## src/rtl/multicycle_ctrl_pkg.sv

```systemverilog
// -----------------------------------------------------------------------------
// multicycle_ctrl_pkg
// Shared types and encodings for the multi-cycle RV32I-subset control unit:
// FSM state enum, opcode values and the select/operation encodings that the
// controller drives into the datapath.
// No ports (package).
// -----------------------------------------------------------------------------
package multicycle_ctrl_pkg;

   localparam int XLEN = 32;

   typedef enum logic [3:0] {
      FETCH    = 4'd0,
      DECODE   = 4'd1,
      MEMADR   = 4'd2,
      MEMREAD  = 4'd3,
      MEMWB    = 4'd4,
      MEMWRITE = 4'd5,
      EXECR    = 4'd6,
      EXECI    = 4'd7,
      ALUWB    = 4'd8,
      BRANCH   = 4'd9,
      JAL      = 4'd10,
      JALR     = 4'd11,
      JALWB    = 4'd12,
      LUI      = 4'd13
   } state_t;

   // Opcodes of the supported subset
   localparam logic [6:0] OP_LOAD   = 7'b0000011;
   localparam logic [6:0] OP_STORE  = 7'b0100011;
   localparam logic [6:0] OP_RTYPE  = 7'b0110011;
   localparam logic [6:0] OP_ITYPE  = 7'b0010011;
   localparam logic [6:0] OP_BRANCH = 7'b1100011;
   localparam logic [6:0] OP_JAL    = 7'b1101111;
   localparam logic [6:0] OP_JALR   = 7'b1100111;
   localparam logic [6:0] OP_LUI    = 7'b0110111;

   // ALU operations
   localparam logic [2:0] ALU_ADD   = 3'b000;
   localparam logic [2:0] ALU_SUB   = 3'b001;
   localparam logic [2:0] ALU_AND   = 3'b010;
   localparam logic [2:0] ALU_OR    = 3'b011;
   localparam logic [2:0] ALU_SLL   = 3'b100;
   localparam logic [2:0] ALU_SLT   = 3'b101;
   localparam logic [2:0] ALU_PASSB = 3'b110;

   // Immediate formats
   localparam logic [2:0] IMM_I = 3'b000;
   localparam logic [2:0] IMM_S = 3'b001;
   localparam logic [2:0] IMM_B = 3'b010;
   localparam logic [2:0] IMM_J = 3'b011;
   localparam logic [2:0] IMM_U = 3'b100;

   // ALU operand selects
   localparam logic [1:0] SRCA_PC    = 2'b00;
   localparam logic [1:0] SRCA_OLDPC = 2'b01;
   localparam logic [1:0] SRCA_RS1   = 2'b10;
   localparam logic [1:0] SRCB_RS2   = 2'b00;
   localparam logic [1:0] SRCB_IMM   = 2'b01;
   localparam logic [1:0] SRCB_FOUR  = 2'b10;

   // Result bus selects
   localparam logic [1:0] RES_ALUOUT    = 2'b00;
   localparam logic [1:0] RES_MEMDATA   = 2'b01;
   localparam logic [1:0] RES_ALURESULT = 2'b10;

   // BEQ takes the branch on zero, BNE on not-zero
   function automatic logic branch_taken(input logic [2:0] funct3, input logic zero);
      return (funct3 == 3'b000) ? zero : ~zero;
   endfunction

endpackage

```

## src/rtl/multicycle_ctrl_if.sv

```systemverilog
// -----------------------------------------------------------------------------
// multicycle_ctrl_if
// Bundle between the control FSM and the datapath/memory port.
//  master (controller): reads instr, zero, mem_ready; drives memory request,
//                       datapath selects/enables, illegal pulse, instret.
//  slave  (datapath)  : the mirror image.
// -----------------------------------------------------------------------------
interface multicycle_ctrl_if;
   import multicycle_ctrl_pkg::*;

   logic [XLEN-1:0] instr;
   logic            zero;
   logic            mem_ready;
   logic            mem_req;
   logic            mem_we;
   logic            addr_src;
   logic            pc_write;
   logic            ir_write;
   logic            reg_write;
   logic [1:0]      alu_src_a;
   logic [1:0]      alu_src_b;
   logic [2:0]      alu_ctrl;
   logic [2:0]      imm_src;
   logic [1:0]      result_src;
   logic            illegal;
   logic [XLEN-1:0] instret;

   modport master (
      input  instr, zero, mem_ready,
      output mem_req, mem_we, addr_src, pc_write, ir_write, reg_write,
             alu_src_a, alu_src_b, alu_ctrl, imm_src, result_src, illegal, instret
   );

   modport slave (
      output instr, zero, mem_ready,
      input  mem_req, mem_we, addr_src, pc_write, ir_write, reg_write,
             alu_src_a, alu_src_b, alu_ctrl, imm_src, result_src, illegal, instret
   );

endinterface

```

## src/rtl/multicycle_ctrl_alu_decoder.sv

```systemverilog
// -----------------------------------------------------------------------------
// multicycle_ctrl_alu_decoder
// Maps funct3/funct7[5]/op[5] of an R- or I-type instruction onto the ALU
// operation and flags funct3 values the core does not implement.
//  funct3_i   in  3  instruction funct3
//  funct7_5_i in  1  instruction bit 30
//  op5_i      in  1  opcode bit 5 (1 = R-type)
//  alu_ctrl_o out 3  ALU operation
//  funct_ok_o out 1  funct3 is supported
// -----------------------------------------------------------------------------
module multicycle_ctrl_alu_decoder
   import multicycle_ctrl_pkg::*;
(
   input  logic [2:0] funct3_i,
   input  logic       funct7_5_i,
   input  logic       op5_i,
   output logic [2:0] alu_ctrl_o,
   output logic       funct_ok_o
);

   // funct3 -> ALU operation; SUB only for R-type, ADDI ignores bit 30
   always_comb begin
      alu_ctrl_o = ALU_ADD;
      funct_ok_o = 1'b1;
      case (funct3_i)
         3'b000:  alu_ctrl_o = (op5_i && funct7_5_i) ? ALU_SUB : ALU_ADD;
         3'b001:  alu_ctrl_o = ALU_SLL;
         3'b010:  alu_ctrl_o = ALU_SLT;
         3'b110:  alu_ctrl_o = ALU_OR;
         3'b111:  alu_ctrl_o = ALU_AND;
         default: funct_ok_o = 1'b0;
      endcase
   end

endmodule

```

## src/rtl/multicycle_ctrl.sv

```systemverilog
// -----------------------------------------------------------------------------
// multicycle_ctrl
// Moore-style sequencer for the multi-cycle RV32I-subset core. Steps each
// instruction through FETCH/DECODE/execute/writeback states, driving the
// shared ALU, unified memory port and PC/IR/register-file enables, and counts
// retired instructions.
//  clk_i  in  1   clock
//  rst_i  in  1   synchronous active-high reset; forces all outputs to 0
//  bus    master  datapath/memory bundle (see multicycle_ctrl_if)
// -----------------------------------------------------------------------------
module multicycle_ctrl
   import multicycle_ctrl_pkg::*;
(
   input  logic                clk_i,
   input  logic                rst_i,
   multicycle_ctrl_if.master   bus
);

   state_t          state_q, state_d;
   logic [XLEN-1:0] instret_q, instret_d;
   logic [6:0]      opcode_s;
   logic [2:0]      funct3_s;
   logic [2:0]      dec_alu_ctrl_s;
   logic            funct_ok_s;
   logic            retire_s;
   logic            unused_instr_s;

   assign opcode_s = bus.instr[6:0];
   assign funct3_s = bus.instr[14:12];
   // Register/immediate fields belong to the datapath
   assign unused_instr_s = ^{bus.instr[31], bus.instr[29:15], bus.instr[11:7]};

   multicycle_ctrl_alu_decoder u_alu_dec (
      .funct3_i   (funct3_s),
      .funct7_5_i (bus.instr[30]),
      .op5_i      (bus.instr[5]),
      .alu_ctrl_o (dec_alu_ctrl_s),
      .funct_ok_o (funct_ok_s)
   );

   // State register
   always_ff @(posedge clk_i) begin
      if (rst_i) begin
         state_q <= FETCH;
      end else begin
         state_q <= state_d;
      end
   end

   // Next state and per-state control outputs; reset forces everything to 0
   always_comb begin
      state_d        = state_q;
      bus.mem_req    = 1'b0;
      bus.mem_we     = 1'b0;
      bus.addr_src   = 1'b0;
      bus.pc_write   = 1'b0;
      bus.ir_write   = 1'b0;
      bus.reg_write  = 1'b0;
      bus.alu_src_a  = SRCA_PC;
      bus.alu_src_b  = SRCB_RS2;
      bus.alu_ctrl   = ALU_ADD;
      bus.imm_src    = IMM_I;
      bus.result_src = RES_ALUOUT;
      bus.illegal    = 1'b0;
      if (rst_i) begin
         state_d = FETCH;
      end else begin
         case (state_q)
            FETCH: begin
               bus.mem_req    = 1'b1;
               bus.alu_src_b  = SRCB_FOUR;
               bus.result_src = RES_ALURESULT;
               if (bus.mem_ready) begin
                  bus.ir_write = 1'b1;
                  bus.pc_write = 1'b1;
                  state_d      = DECODE;
               end else begin
                  state_d = FETCH;
               end
            end
            DECODE: begin
               // ALUOut <- oldPC + imm: branch or JAL target, ready for later states
               bus.alu_src_a = SRCA_OLDPC;
               bus.alu_src_b = SRCB_IMM;
               bus.imm_src   = (opcode_s == OP_JAL) ? IMM_J : IMM_B;
               case (opcode_s)
                  OP_LOAD, OP_STORE: state_d = MEMADR;
                  OP_RTYPE: begin
                     state_d     = funct_ok_s ? EXECR : FETCH;
                     bus.illegal = ~funct_ok_s;
                  end
                  OP_ITYPE: begin
                     state_d     = funct_ok_s ? EXECI : FETCH;
                     bus.illegal = ~funct_ok_s;
                  end
                  OP_BRANCH: begin
                     // only BEQ (000) and BNE (001)
                     state_d     = (funct3_s[2:1] == 2'b00) ? BRANCH : FETCH;
                     bus.illegal = (funct3_s[2:1] != 2'b00);
                  end
                  OP_JAL:  state_d = JAL;
                  OP_JALR: state_d = JALR;
                  OP_LUI:  state_d = LUI;
                  default: begin
                     state_d     = FETCH;
                     bus.illegal = 1'b1;
                  end
               endcase
            end
            MEMADR: begin
               bus.alu_src_a = SRCA_RS1;
               bus.alu_src_b = SRCB_IMM;
               bus.imm_src   = opcode_s[5] ? IMM_S : IMM_I;
               state_d       = opcode_s[5] ? MEMWRITE : MEMREAD;
            end
            MEMREAD: begin
               bus.mem_req  = 1'b1;
               bus.addr_src = 1'b1;
               state_d      = bus.mem_ready ? MEMWB : MEMREAD;
            end
            MEMWB: begin
               bus.reg_write  = 1'b1;
               bus.result_src = RES_MEMDATA;
               state_d        = FETCH;
            end
            MEMWRITE: begin
               bus.mem_req  = 1'b1;
               bus.mem_we   = 1'b1;
               bus.addr_src = 1'b1;
               state_d      = bus.mem_ready ? FETCH : MEMWRITE;
            end
            EXECR: begin
               bus.alu_src_a = SRCA_RS1;
               bus.alu_src_b = SRCB_RS2;
               bus.alu_ctrl  = dec_alu_ctrl_s;
               state_d       = ALUWB;
            end
            EXECI: begin
               bus.alu_src_a = SRCA_RS1;
               bus.alu_src_b = SRCB_IMM;
               bus.alu_ctrl  = dec_alu_ctrl_s;
               state_d       = ALUWB;
            end
            ALUWB: begin
               bus.reg_write = 1'b1;
               state_d       = FETCH;
            end
            BRANCH: begin
               bus.alu_src_a = SRCA_RS1;
               bus.alu_src_b = SRCB_RS2;
               bus.alu_ctrl  = ALU_SUB;
               bus.pc_write  = branch_taken(funct3_s, bus.zero);
               state_d       = FETCH;
            end
            JAL: begin
               // PC <- target held in ALUOut while the ALU forms the link address
               bus.pc_write  = 1'b1;
               bus.alu_src_a = SRCA_OLDPC;
               bus.alu_src_b = SRCB_FOUR;
               state_d       = ALUWB;
            end
            JALR: begin
               bus.alu_src_a  = SRCA_RS1;
               bus.alu_src_b  = SRCB_IMM;
               bus.result_src = RES_ALURESULT;
               bus.pc_write   = 1'b1;
               state_d        = JALWB;
            end
            JALWB: begin
               bus.alu_src_a  = SRCA_OLDPC;
               bus.alu_src_b  = SRCB_FOUR;
               bus.result_src = RES_ALURESULT;
               bus.reg_write  = 1'b1;
               state_d        = FETCH;
            end
            LUI: begin
               bus.alu_src_b = SRCB_IMM;
               bus.imm_src   = IMM_U;
               bus.alu_ctrl  = ALU_PASSB;
               state_d       = ALUWB;
            end
            default: state_d = FETCH;
         endcase
      end
   end

   // An instruction retires when a post-decode state hands back to FETCH;
   // illegal instructions leave from DECODE and fetch waits loop in FETCH.
   assign retire_s  = (state_d == FETCH) && (state_q != FETCH) && (state_q != DECODE);
   assign instret_d = instret_q + {{(XLEN-1){1'b0}}, retire_s};

   // Retired-instruction counter, wraps silently
   always_ff @(posedge clk_i) begin
      if (rst_i) begin
         instret_q <= {XLEN{1'b0}};
      end else begin
         instret_q <= instret_d;
      end
   end

   assign bus.instret = rst_i ? {XLEN{1'b0}} : instret_q;

endmodule

```

## src/flat_wrapper.sv

```systemverilog
// flat-port wrapper written by rule: the top's interface ports become plain ports
module multicycle_ctrl_flat import multicycle_ctrl_pkg::*;
  (clk_i, rst_i, bus_instr, bus_zero, bus_mem_ready, bus_mem_req, bus_mem_we, bus_addr_src, bus_pc_write, bus_ir_write, bus_reg_write, bus_alu_src_a, bus_alu_src_b, bus_alu_ctrl, bus_imm_src, bus_result_src, bus_illegal, bus_instret);
  multicycle_ctrl_if bus_i ();
  input  logic clk_i;
  input  logic rst_i;
  input wire logic [$bits(bus_i.instr)-1:0] bus_instr;
  input wire logic [$bits(bus_i.zero)-1:0] bus_zero;
  input wire logic [$bits(bus_i.mem_ready)-1:0] bus_mem_ready;
  output wire logic [$bits(bus_i.mem_req)-1:0] bus_mem_req;
  output wire logic [$bits(bus_i.mem_we)-1:0] bus_mem_we;
  output wire logic [$bits(bus_i.addr_src)-1:0] bus_addr_src;
  output wire logic [$bits(bus_i.pc_write)-1:0] bus_pc_write;
  output wire logic [$bits(bus_i.ir_write)-1:0] bus_ir_write;
  output wire logic [$bits(bus_i.reg_write)-1:0] bus_reg_write;
  output wire logic [$bits(bus_i.alu_src_a)-1:0] bus_alu_src_a;
  output wire logic [$bits(bus_i.alu_src_b)-1:0] bus_alu_src_b;
  output wire logic [$bits(bus_i.alu_ctrl)-1:0] bus_alu_ctrl;
  output wire logic [$bits(bus_i.imm_src)-1:0] bus_imm_src;
  output wire logic [$bits(bus_i.result_src)-1:0] bus_result_src;
  output wire logic [$bits(bus_i.illegal)-1:0] bus_illegal;
  output wire logic [$bits(bus_i.instret)-1:0] bus_instret;
  assign bus_i.instr = bus_instr;
  assign bus_i.zero = bus_zero;
  assign bus_i.mem_ready = bus_mem_ready;
  assign bus_mem_req = bus_i.mem_req;
  assign bus_mem_we = bus_i.mem_we;
  assign bus_addr_src = bus_i.addr_src;
  assign bus_pc_write = bus_i.pc_write;
  assign bus_ir_write = bus_i.ir_write;
  assign bus_reg_write = bus_i.reg_write;
  assign bus_alu_src_a = bus_i.alu_src_a;
  assign bus_alu_src_b = bus_i.alu_src_b;
  assign bus_alu_ctrl = bus_i.alu_ctrl;
  assign bus_imm_src = bus_i.imm_src;
  assign bus_result_src = bus_i.result_src;
  assign bus_illegal = bus_i.illegal;
  assign bus_instret = bus_i.instret;
  multicycle_ctrl u_core (.clk_i(clk_i), .rst_i(rst_i), .bus(bus_i));
endmodule
```

## config.mk

```make
export PLATFORM = sky130hd
export DESIGN_NAME = multicycle_ctrl_flat
export DESIGN_NICKNAME = d
export VERILOG_FILES = /design/src/rtl/multicycle_ctrl_pkg.sv /design/src/rtl/multicycle_ctrl_if.sv /design/src/rtl/multicycle_ctrl_alu_decoder.sv /design/src/rtl/multicycle_ctrl.sv /design/src/flat_wrapper.sv
export SDC_FILE = /design/constraint.sdc
export NUM_CORES = 1
export LEC_CHECK = 0
export ABC_AREA = 0
export CORE_ASPECT_RATIO = 1.4
export CORE_MARGIN = 2
export CORE_UTILIZATION = 35
export DETAILED_ROUTE_END_ITERATION = 16
export PLACE_DENSITY = 0.69
export RECOVER_POWER = 100
export SLEW_MARGIN = 20
export SYNTH_ARGS = -nofsm -noshare
export SYNTH_HDL_FRONTEND = slang
export SYNTH_SLANG_ARGS = --single-unit
```

## constraint.sdc

```tcl
create_clock -name clk_i -period 7.1 [get_ports clk_i]
set_input_delay 1.065 -clock clk_i [delete_from_list [all_inputs] [get_ports clk_i]]
set_output_delay 1.065 -clock clk_i [all_outputs]
set_load 0.01 [all_outputs]
```

======== Word level (Yosys, flattened, before mapping) ========
Cells that the tools add are included.
storage, ports and cells
  output and inout bits ................... 51
  register bits after elaboration ......... 36
  ROM bits ................................ 0
  memories kept ........................... 0
  RAM bits ................................ 0
  logic and storage cells ................. 98
  latch bits .............................. 0
cells by class
  $add $sub $neg .......................... 1
  eq/ne operators ......................... 26
  bitwise gates (word level) .............. 2
  shifts and indexed selects .............. 0
  multiply operators ...................... 0
  reductions and logical operators ........ 24
  divide/modulo/power cells ............... 0
  order comparisons ....................... 0
  multiplexer cells ....................... 43
operators by type and width
  cell                  number
  $pmux W4 S7           2
  $add A32 B1 Y32       1
  $mux W32              1
  $eq A4 B4 Y1 const B  6
  $eq A7 B6 Y1 const B  3
  $eq A7 B7 Y1 const B  3
  $mux W3               7
  $mux W1               20
  $reduce_or A5 Y1      4
  $pmux W3 S3           2
  $eq A4 B3 Y1 const B  4
  $pmux W3 S5           1
  $reduce_or A3 Y1      5
  $pmux W2 S2           3
  $reduce_or A2 Y1      5
  $eq A4 B2 Y1 const B  2
  $logic_not A4 Y1      2
  $mux W4               2
  $eq A7 B2 Y1 const B  1
  $eq A7 B5 Y1 const B  1
  $eq A3 B3 Y1 const B  2
  $mux W2               3
  $pmux W1 S3           2
  $eq A4 B1 Y1 const B  1
  10 further kinds      13

======== Depth between registers and ports, before layout ========
Gate-level depths: netlist of run 1.
  word-level depth ........................ 11
  depth in mapped cells ................... 13
  gate-level depth less buffers ........... 12

======== Cells and area by module ========
Synthesis of run 1 repeated with hierarchy kept, for this count alone.
second synthesis, totals
  cell total of the unflattened synthesis .. 325
  area total of the unflattened synthesis .. 2446.1 um^2
modules (own cells, without submodules)
  module                       times used  area an instance (um^2)  sequential area each (um^2)  cells each
  multicycle_ctrl              1           2396.0                   720.7                        317
  multicycle_ctrl_alu_decoder  1           50.0                     0.0                          8

======== Least setup slack after synthesis of run 1 ========
No wires, ideal clock.
  kind .................................... input to register
  start ................................... in bus_instr[13]
  end ..................................... reg u_core.instret_q[15]
  stages .................................. 12
  library setup time ...................... 0.121 ns
  slack ................................... 3.771 ns
  buffers on the path ..................... 2
  required time ........................... 6.979 ns
  data arrival time ....................... 3.208 ns
  cell sequence ........................... buf_2 nand3b_1 o21ai_0 o21a_1 o41ai_1 a21oi_1 ha_1 and4_1 nor2b_1 buf_2 nand3_1 mux2_2
between the ends
  longest elaborated chain between the ends .. 11
  elaborated cells between the ends (all ways) .. 18
RTL lines
  item                                        RTL line                                      source
  start, declared                             flat_wrapper.sv:7                             input wire logic [$bits(bus_i.instr)-1:0] bus_instr;
  $eq A3 B3 Y1, or another cell as far along  multicycle_ctrl_alu_decoder.sv:25             case (funct3_i)
  $reduce_or A5 Y1 (no source line)           n/a
  $mux W1                                     multicycle_ctrl_alu_decoder.sv:25
  $mux W3, on equally long branches           multicycle_ctrl.sv:93, multicycle_ctrl.sv:89
  $pmux W4 S7 (*)                             multicycle_ctrl.sv:86                         case (opcode_s)
  $pmux W4 S7 (*)                             multicycle_ctrl.sv:68                         case (state_q)
  $mux W4 (*)                                 multicycle_ctrl.sv:65                         if (rst_i) begin
  $logic_not A4 Y1 (*)                        multicycle_ctrl.sv:189                        assign retire_s = (state_d == FETCH) && (state_q != FETCH) && (state_q != DECODE);
  $logic_and A1 B1 Y1 (*) (2 in a row)        multicycle_ctrl.sv:189
  $add A32 B1 Y32 (*)                         multicycle_ctrl.sv:190                        assign instret_d = instret_q + {{(XLEN-1){1'b0}}, retire_s};
  end signal, assigned                        multicycle_ctrl.sv:195                        instret_q <= {XLEN{1'b0}};
  end signal, assigned                        multicycle_ctrl.sv:197                        instret_q <= instret_d;
  end, declared                               multicycle_ctrl.sv:20                         logic [XLEN-1:0] instret_q, instret_d;
Every way passes the cells marked *; elsewhere a longest branch is shown, timed or not.
A chain may end at the register's enable or synchronous reset.

======== Final worst setup path of run 1 ========
  start ................................... in bus_instr[6]
  end ..................................... out bus_illegal
between the ends
  longest elaborated chain between the ends .. 5
  elaborated cells between the ends (all ways) .. 13
RTL lines
  item                                                                   RTL line               source
  $eq A7 B2 Y1, or another cell as far along                             multicycle_ctrl.sv:86
  $reduce_or A5 Y1 (no source line) or $reduce_or A2 Y1 (tied branches)  n/a
  $pmux W1 S3 (*)                                                        multicycle_ctrl.sv:86
  $mux W1 (*)                                                            multicycle_ctrl.sv:68
  $mux W1 (*)                                                            multicycle_ctrl.sv:65
  end, declared                                                          flat_wrapper.sv:21     output wire logic [$bits(bus_i.illegal)-1:0] bus_illegal;
Marks and branches as above.

==> results of run 1 <==
## per-stage QoR
stage | power, mW | worst slack (ns) | hold WS (ns) | util [%] | area [um2]
after floorplan | 0.2320 | 3.771 | 0.4715 | - | 2404
after global placement | 0.2512 | 2.681 | 0.4862 | 46.76 | 3092
after detailed placement | 0.2518 | 2.678 | 0.5036 | 46.76 | 3092
after CTS | 0.4021 | 2.923 | 0.5233 | 48.12 | 3182
after global routing | 0.4109 | 2.566 | 0.5608 | 48.10 | 3181
final | 0.3949 | 2.805 | 0.5142 | 48.10 | 3181
## state kept, by name (all words and copies together) (netlist names)
register	flops
u_core.instret_q	32
u_core.state_q	4
## metal layers
layer / global-route usage, % / share of wire, % / vias to the layer above / routed length, um
li1: - / - / 1215 / -
met1: 18.54 / 44 / 1092 / 2511
met2: 26.99 / 50 / 72 / 2854
met3: 2.071 / 4.1 / 13 / 235
met4: 7.133 / 2.3 / 0 / 134
met5: 0 / 0 / - / 0
## power groups by stage
stage	clock network, mW	logic [mW]	registers (mW)
final	0.149	0.0413	0.204
after global routing	0.161	0.0455	0.204
after CTS	0.155	0.0431	0.204
after detailed placement	0	0.0428	0.209
after global placement	0	0.0423	0.209
after floorplan	0	0.0250	0.207
## final timing paths
kind	startpoint	end	slack [ns]
worst max register to register	u_core.state_q[3]	u_core.instret_q[15]	3.49
worst max-delay path	bus_instr[6]	bus_illegal	2.80
worst min register to register	u_core.instret_q[31]	u_core.instret_q[31]	0.51
worst min-delay path	u_core.instret_q[31]	u_core.instret_q[31]	0.51
## cells in the final DEF (no fill, tap or decap), types with 2 or more instances in the layout
master | netlist | layout
clkdlybuf4s50_1 | 0 | 13
nor2b_1 | 41 | 41
a21oi_1 | 15 | 15
mux2_2 | 2 | 2
nand2b_1 | 3 | 3
o21a_1 | 3 | 3
xnor2_1 | 8 | 8
o21ai_0 | 8 | 8
a31o_2 | 2 | 2
nand3_1 | 20 | 20
and2_1 | 3 | 2
nand3b_1 | 2 | 2
clkbuf_1 | 12 | 3
inv_1 | 6 | 6
nor2_1 | 47 | 47
dlygate4sd3_1 | 0 | 51
a21boi_0 | 2 | 2
nand4_1 | 12 | 12
nand2_1 | 12 | 12
nor4b_1 | 2 | 2
ha_1 | 2 | 2
nor4_1 | 3 | 3
nand4_2 | 2 | 2
nor3_1 | 13 | 13
and3_1 | 8 | 8
xor2_1 | 24 | 24
or3_1 | 3 | 3
and4_1 | 4 | 4
a31oi_1 | 3 | 3
clkbuf_8 | 0 | 6
dfxtp_1 | 36 | 36
## critical path, cell delays in order
cell,delay [ns]
clkdlybuf4s50_1,0.52
nor2b_1,0.33
nor2b_1,0.24
a221o_1,0.20
nand3_1,0.09
o21a_1,0.18
dlygate4sd3_1,0.60
## cells by family after synthesis
family          Yosys count
compound gates           45
xor+xnor                 32
fa+ha+maj                 2
buf+inv                  26
flops                    36
mux                       2
simple gates            177
## layout make-up
cell class	instances	area (um2)
fillers	673	3432
inverters	6	22.52
clock buffers	8	90.09
repair buffers	66	651.9
flip-flops and latches	36	720.7
multi-input cells	258	1580
well taps	92	115.1
==> results.md, run 1 <==
- Power Dens Cells: 124.2 mW/mm2
- DR pass1 iterations: 4
- FF-to-FF path depth: 10
- Height of the die: between 100 and 150 um
- Async S/R FF share, synth: 0%
- Buffers on Ports: 65
- Worst Tran Pin Value: approximately 0.76 ns
- Largest family of logic cells by synthesized area: simple AND/OR/NAND/NOR gates
- Fin. max-slew vios: 0
- Final GP Congestion: about 0.83
- Clk root buf: clkbuf_8
- Initial antenna violation count: 0
- Clock power frac: 37.8%
- Worst EP required: 6.03 ns
- Cell count after synthesis: 320
- Fin. Hold Viols: 0
- I/O Pins: 87
- Area of the die: 0.007555 mm2
- Synth-to-layout area growth: 32.33%
- Comb power frac: around a tenth
- YS warnings: 0
- First-pass GRT wire length: between 9000 and 10000 um
- Largest net degree at the start of global routing: 74
- Die W: between 70 and 80 um
- # hold bufs at CTS: 0
- RSZ-0062 raised after global routing: no
- Leak: 1.310 nW
- Crit end category: output pin
- Largest cells by area after synthesis: dfxtp_1 30%, nor2b_1 11%, xor2_1 8.7%
- Switching power: about 96 uW
- Slew HR: around half
- 1st-iter DRT viols: 110
- Placed cells: 458
- Adder-Cell Fraction of Synth Area: ~1.0%
- CTS sink count: 36
- Inserted Clock Buffers: 5
- HP Class: reg -> reg
- Routed len/inst: around 12 um
- Fraction of layout cells with a size suffix above 1: ~3.7%
- Leading area contributor after synthesis: dfxtp_1
- Internal power: around 300 uW
- Peak VDD IR: ~0.000063 V
- Tot GR Track Use: between 15 and 20%
- Vias in the first global route: about 2100
- Post-synth top area share: between 20% and 30%
- Synthesized Nets: 358
- Core Box Area: around 0.0066 mm2
- Number of enable flip-flop cells after synthesis: 0
- Setup Skew: 0.004875 ns
- Post-synthesis xor/xnor area fraction: 11.66%
- Setup TNS: 0 ns
- H-tree Lvls: 2
- Post-Synth Simple-Gate Area: 40.14%
- Worst-Skew Late Latency: a little under 0.3 ns
- CTS tree: done
- Detailed Route WL: 5736 um
- Worst-path clk slew: roughly 0.07 ns
- FP Rows: 35
- Total gr overflow: 0
- Mux cell area share after synthesis: 0.9370%
- Post-Syn Area: approximately 0.0024 mm2
- # DRC: 0
- Seq pwr share: 51.7%
- Post-CTS setup buffer count: 0
- Fin cells: approximately 470
- Sw Share: approximately a quarter
- Critical path arrival: about 3.2 ns
- Critical Path Source Type: primary input
- Synth cell count leaders: 47 x nor2_1, 41 x nor2b_1, 36 x dfxtp_1
- Critical path fanouts, max: 5
- Compound-cell area share of the yosys netlist: 11.97%
- Crit share post-route: 60.50%
- Ys flop type: dfxtp_1
- Max Buffers Root-to-Sink: 2
- Avg Synthesized Cell Area: around 7.5 um2
- DP HPWL: 4237 um
- Sequential share of the synthesized area: about 30%
- # nets final: between 400 and 500
- Routed vias: between 2000 and 2500
- Post-synthesis cell type count: 44
- Most common cell in the netlist: nor2_1
- Final Setup Violations: 0
- Via/cell ratio: ~5.1
- Max Fclk: between 0.2 and 0.25 GHz
- Status: completed
- Worst setup path class: in -> out
- Minimum clock period: ~4.3 ns
- Initial core utilization: approximately 36%
- ANT nets after route: 0
- Flop and latch count out of synthesis: 36
- Post-CTS resize count: 0
- Hold path depth: 2
- N_diodes: 0
- Max-cap violation count: 0
(Power assumes the default switching activity.)
==> run 2: changes to the inputs <==
--- a/config.mk
+++ b/config.mk
@@ -10,7 +10,7 @@
 export CORE_MARGIN = 2
 export CORE_UTILIZATION = 35
 export DETAILED_ROUTE_END_ITERATION = 16
-export PLACE_DENSITY = 0.69
+export PLACE_DENSITY = 0.72
 export RECOVER_POWER = 100
 export SLEW_MARGIN = 20
 export SYNTH_ARGS = -nofsm -noshare
==> constraint.sdc (replaced) <==
create_clock -name clk_i -period 3.8 [get_ports clk_i]
set_input_delay 0.57 -clock clk_i [delete_from_list [all_inputs] [get_ports clk_i]]
set_output_delay 0.57 -clock clk_i [all_outputs]
set_load 0.01 [all_outputs]
==> results.md, run 2 (synthesis gave the netlist of run 1 again) <==
- FP Rows: 35
- CP Depth: 10
- Setup crit end: u_core.instret_q[15]
- Reg2reg start: u_core.state_q[2]
- ANT nets after route: 0
- Final Setup Violations: 0
- HP Class: reg -> reg
- CTS sink count: 36
- Worst EP required: 3.98 ns
- Most common cell after layout, fill and taps aside: dlygate4sd3_1
- Max-cap violation count: 0
- Top cell family by delay on the critical path: simple AND/OR/NAND/NOR gates
- Fin area: 0.003222 mm2
- Setup Skew: 0.005201 ns
- Final core utilization: 48.72%
- 1st-iter DRT viols: 140
- Slew HR: ~47%
- N_diodes: 0
- I/O Pins: 87
- Largest Register: u_core.instret_q
- Setup TNS: 0 ns
- Buffers and inverters on the worst path: 1
- Minimum clock period: roughly 3.4 ns
- DP Area: between 0.003 and 0.004 mm2
- # hold bufs at CTS: 0
- Worst Tran Pin Value: 0.8003 ns
- Fin. max-slew vios: 0
- Die W: about 74 um
- CTS tree: done
- # DRC: 0
- Initial antenna violation count: 0
- Post-CTS resize count: 0
- Tot GR Track Use: between 15 and 20%
- H-tree Lvls: 2
- Area of the die: 0.007555 mm2
- Crit path largest cell delay: about 0.65 ns
- Worst-path clk slew: approximately 0.07 ns
- Final hold slack: 0.5199 ns
- Commonest non-fill, non-tap cells in the layout: 51 x dlygate4sd3_1, 47 x nor2_1, 41 x nor2b_1
- Fin. Hold Viols: 0
- Vias in the first global route: around 2200
- Worst setup path class: in -> reg
- Crit end category: flop
- Final Power: 736.8 uW
- Largest net degree at the start of global routing: 73
- Post-CTS setup buffer count: 0
- CP max-delay cell: nor2b_1
- Synth-to-layout area growth: 34.04%
- Status: completed
- Max Buffers Root-to-Sink: 2
- RSZ-0062 raised after global routing: no
- Clk root buf: clkbuf_8
- DP HPWL: about 4400 um
- Critical path fanouts, max: 10
- DR pass1 iterations: 4
- First-pass GRT wire length: just under 10000 um
- Number of flip-flops in the largest register: 32
- Initial core utilization: 36.35%
- Leak: between 1 and 1.5 nW
- Height of the die: 102.1 um
- Critical path arrival: ~3.6 ns
- CP startpoint: bus_mem_ready
- Peak VDD IR: around 0.00012 V
- FF-to-FF path depth: 10
- Via/cell ratio: 5.199
- Core Box Area: ~0.0066 mm2
- Cell Chain, Critical Path: clkdlybuf4s50_1 -> nor3b_1 -> o21ai_0 -> o221ai_1 -> a21oi_1 -> ha_1 -> and4_1 -> nor2b_1 -> nand3_1 -> mux2_2
- R2R Setup Slk: ~0.42 ns
- Worst R2R End: u_core.instret_q[15]
- Inserted Clock Buffers: 5
- Worst-Skew Late Latency: between 0.2 and 0.3 ns
- Biggest regs: u_core.instret_q x32, u_core.state_q x4
- Crit share post-route: 89.26%
- Buffers on Ports: 65
- Routed len/inst: roughly 12 um
- # nets final: 418
- Fraction of layout cells with a size suffix above 1: 4.724%
- Final GP Congestion: just under 0.8
- Power Dens Cells: 228.7 mW/mm2
- Max Fclk: roughly 0.29 GHz
- Routed vias: between 2000 and 2500
- Detailed Route WL: slightly below 6000 um
- Total gr overflow: 0
- Critical Path Source Type: primary input
[run 2: cell type report]
type	count	area [um2]
fillers	659	3391
multi-input cells	258	1580
flip-flops and latches	36	720.7
repair buffers	73	693.2
well taps	92	115.1
clock buffers	8	90.09
inverters	6	22.52
[run 2: metrics by stage]
stage,instances,worst slack (ns)
2_1_floorplan,320,0.9664
3_3_place_gp,465,0.1363
3_5_place_dp,465,0.09130
4_1_cts,473,0.3677
5_1_grt,473,0.04906
6_report,473,0.4081
[run 2: worst min-delay path by stage]
stage / start / cells after the start / to / slack [ns]
floorplan: u_core.instret_q[31] / 2 / u_core.instret_q[31] / 0.47
global placement: u_core.instret_q[31] / 2 / u_core.instret_q[31] / 0.50
detailed placement: u_core.instret_q[30] / 2 / u_core.instret_q[30] / 0.51
CTS: u_core.instret_q[31] / 2 / u_core.instret_q[31] / 0.53
global route: u_core.instret_q[31] / 2 / u_core.instret_q[31] / 0.58
finish: u_core.instret_q[30] / 2 / u_core.instret_q[30] / 0.52
[run 2: metal layers]
metal | vias to the layer above | wire length (um) | GRT usage [%]
met5 | - | 0 | 0
met4 | 0 | 73 | 5.175
met3 | 8 | 299 | 2.959
met2 | 79 | 3075 | 29.26
met1 | 1147 | 2392 | 17.66
li1 | 1225 | - | -
[run 2: worst register-to-register path, stage by stage, from the launching register on]
cell and delay (ns):
dfxtp_1 0.48, nor2b_1 0.31, a21oi_1 0.06, o21ai_0 0.46, o221ai_1 0.22, a21oi_1 0.20
ha_1 0.22, and4_1 0.21, nor2b_1 0.65, nand3_1 0.17, mux2_2 0.30
[run 2: report_power, final]
part,internal [mW],switching (mW),leakage (nW)
Clock,0.148,0.128,0.0455
Combinational,0.0353,0.0445,1.00
Sequential,0.378,0.00337,0.290
==> run 3: changes to the inputs <==
--- a/config.mk
+++ b/config.mk
@@ -11,7 +11,6 @@
 export CORE_UTILIZATION = 35
 export DETAILED_ROUTE_END_ITERATION = 16
 export PLACE_DENSITY = 0.72
-export RECOVER_POWER = 100
 export SLEW_MARGIN = 20
 export SYNTH_ARGS = -nofsm -noshare
 export SYNTH_HDL_FRONTEND = slang
==> results.md, run 3 (synthesis gave the netlist of run 1 again) <==
- # DRC: 0
- Crit share post-route: about nine tenths
- Vias in the first global route: between 2000 and 2500
- Critical path arrival: roughly 3.6 ns
- Routed len/inst: between 10 and 15 um
- CTS tree: done
- 1st-iter DRT viols: approximately 160
- DP Area: 0.003144 mm2
- Status: completed
- Number of flip-flops in the largest register: 32
- Final Setup Violations: 0
- # nets final: about 420
- FP Rows: 35
- Critical Path Source Type: flop
- Comb power frac: about 11%
- Sw Share: roughly a quarter
- Worst-path clk slew: ~0.070 ns
- Reg2reg start: u_core.state_q[2]
- Peak VDD IR: between 0.0001 and 0.00015 V
- Power Dens Cells: 229.6 mW/mm2
- Fraction of layout cells with a size suffix above 1: just under 6%
- Via/cell ratio: 5.233
- Die W: 74.04 um
- Most common cell after layout, fill and taps aside: clkdlybuf4s50_1
- Clk root buf: clkbuf_8
- Worst Tran Pin Value: 0.7914 ns
- ANT nets after route: 0
- Total gr overflow: 0
- Place WS: roughly 0.09 ns
- Internal power: 564.4 uW
- Fin area: between 0.003 and 0.004 mm2
- R2R Setup Slk: about 0.4 ns
- Setup Skew: ~0.0061 ns
- Initial core utilization: 36.35%
- # hold bufs at CTS: 0
- Fin. Hold Viols: 0
- DP HPWL: 4368 um
- HP Class: reg -> reg
- Core Box Area: 0.006613 mm2
- Commonest non-fill, non-tap cells in the layout: 64 x clkdlybuf4s50_1, 47 x nor2_1, 41 x nor2b_1
- Worst setup path class: reg -> reg
- Post-CTS setup buffer count: 0
- DR pass1 iterations: 4
- H-tree Lvls: 2
- Minimum clock period: 3.398 ns
- Top cell family by delay on the critical path: simple AND/OR/NAND/NOR gates
- Critical path fanouts, max: 18
- Largest Register: u_core.instret_q
- Buffers and inverters on the worst path: 0
- Area of the die: about 0.0076 mm2
- Slew HR: between 40% and 50%
- RSZ-0062 raised after global routing: no
- Worst-Skew Late Latency: between 0.2 and 0.3 ns
- Setup TNS: 0 ns
- Hold Crit Start: u_core.instret_q[30]
- Tot GR Track Use: between 10% and 20%
- Final GP Congestion: 0.7744
- Leak: 1.187 nW
- Seq pwr share: around half
- Detailed Route WL: a little under 6000 um
- Inserted Clock Buffers: 5
- Worst setup margin: 0.4019 ns
- Buffers on Ports: 65
- Switching power: between 150 and 200 uW
- Max Fclk: roughly 0.3 GHz
- I/O Pins: between 80 and 90
- Synth-to-layout area growth: 34.57%
- CP max-delay cell: nor2b_1
- Biggest regs: u_core.instret_q x32, u_core.state_q x4
- Crit path largest cell delay: approximately 0.64 ns
- N_diodes: 0
- CP startpoint: u_core.state_q[2]
- Fin. max-slew vios: 0
- Worst EP required: slightly below 4 ns
- Clock power frac: between 30% and 40%
- Routed vias: around 2500
- Max Buffers Root-to-Sink: 2
- CTS sink count: 36
- Post-CTS resize count: 0
- Height of the die: a little over 100 um
- First-pass GRT wire length: slightly below 10000 um
- Largest net degree at the start of global routing: 73
- Crit end category: flop
- Initial antenna violation count: 0
- Cell Chain, Critical Path: nor2b_1 -> a21oi_1 -> o21ai_0 -> o221ai_1 -> a21oi_1 -> ha_1 -> and4_1 -> nor2b_1 -> nand3_1 -> mux2_2
- Max-cap violation count: 0
run 3: cell types whose count changed in the layout (fill, tap and decap cells not counted):
cell,change
buf_2,+1
buf_4,+3
clkbuf_1,-4
clkdlybuf4s50_1,+51
dlygate4sd3_1,-51
run 3: tightest hold or removal path, delay by kind of cell, from the launching register on:
family | cells | cell delay, ns
XOR/XNOR | 1 | 0.07
flip-flops | 1 | 0.35
AND/OR/NAND/NOR | 1 | 0.07
run 3: routing by layer:
| metal | GRT usage [%] | wire length, um | vias up |
|---|---|---|---|
| met2 | 29.26 | 3062 | 83 |
| met4 | 5.175 | 97 | 0 |
| met1 | 17.66 | 2396 | 1152 |
| li1 | - | - | 1229 |
| met3 | 2.959 | 309 | 11 |
| met5 | 0 | 0 | - |
run 3: path summary, 6_finish.rpt:
| kind | end | cells past startpoint |
|---|---|---|
| worst max-delay path | u_core.instret_q[15] | 10 |
| worst min-delay path | u_core.instret_q[30] | 2 |
| worst max register to register | u_core.instret_q[15] | 10 |
| worst min register to register | u_core.instret_q[30] | 2 |
run 3: final cells by class:
cell class | count | area, um2
inverters | 6 | 22.52
clock buffers | 8 | 90.09
repair buffers | 73 | 705.7
fillers | 654 | 3378
flip-flops and latches | 36 | 720.7
well taps | 92 | 115.1
multi-input cells | 258 | 1580
run 3: power by group through the flow:
stage | registers (mW) | clock network, mW | logic (mW)
2_1_floorplan | 0.387 | 0 | 0.0467
3_3_place_gp | 0.390 | 0 | 0.0823
3_5_place_dp | 0.390 | 0 | 0.0829
4_1_cts | 0.381 | 0.284 | 0.0833
5_1_grt | 0.381 | 0.300 | 0.0916
6_report | 0.381 | 0.278 | 0.0834
run 3: stage by stage:
step           cells  util (%)  total power [mW]  hold WS [ns]
2_1_floorplan    320         -            0.4335        0.4715
3_3_place_gp     465     47.55            0.4722        0.5034
3_5_place_dp     465     47.55            0.4729        0.5116
4_1_cts          473     48.91            0.7489        0.5284
5_1_grt          473     48.91            0.7736        0.5795
6_report         473     48.91            0.7427        0.5201
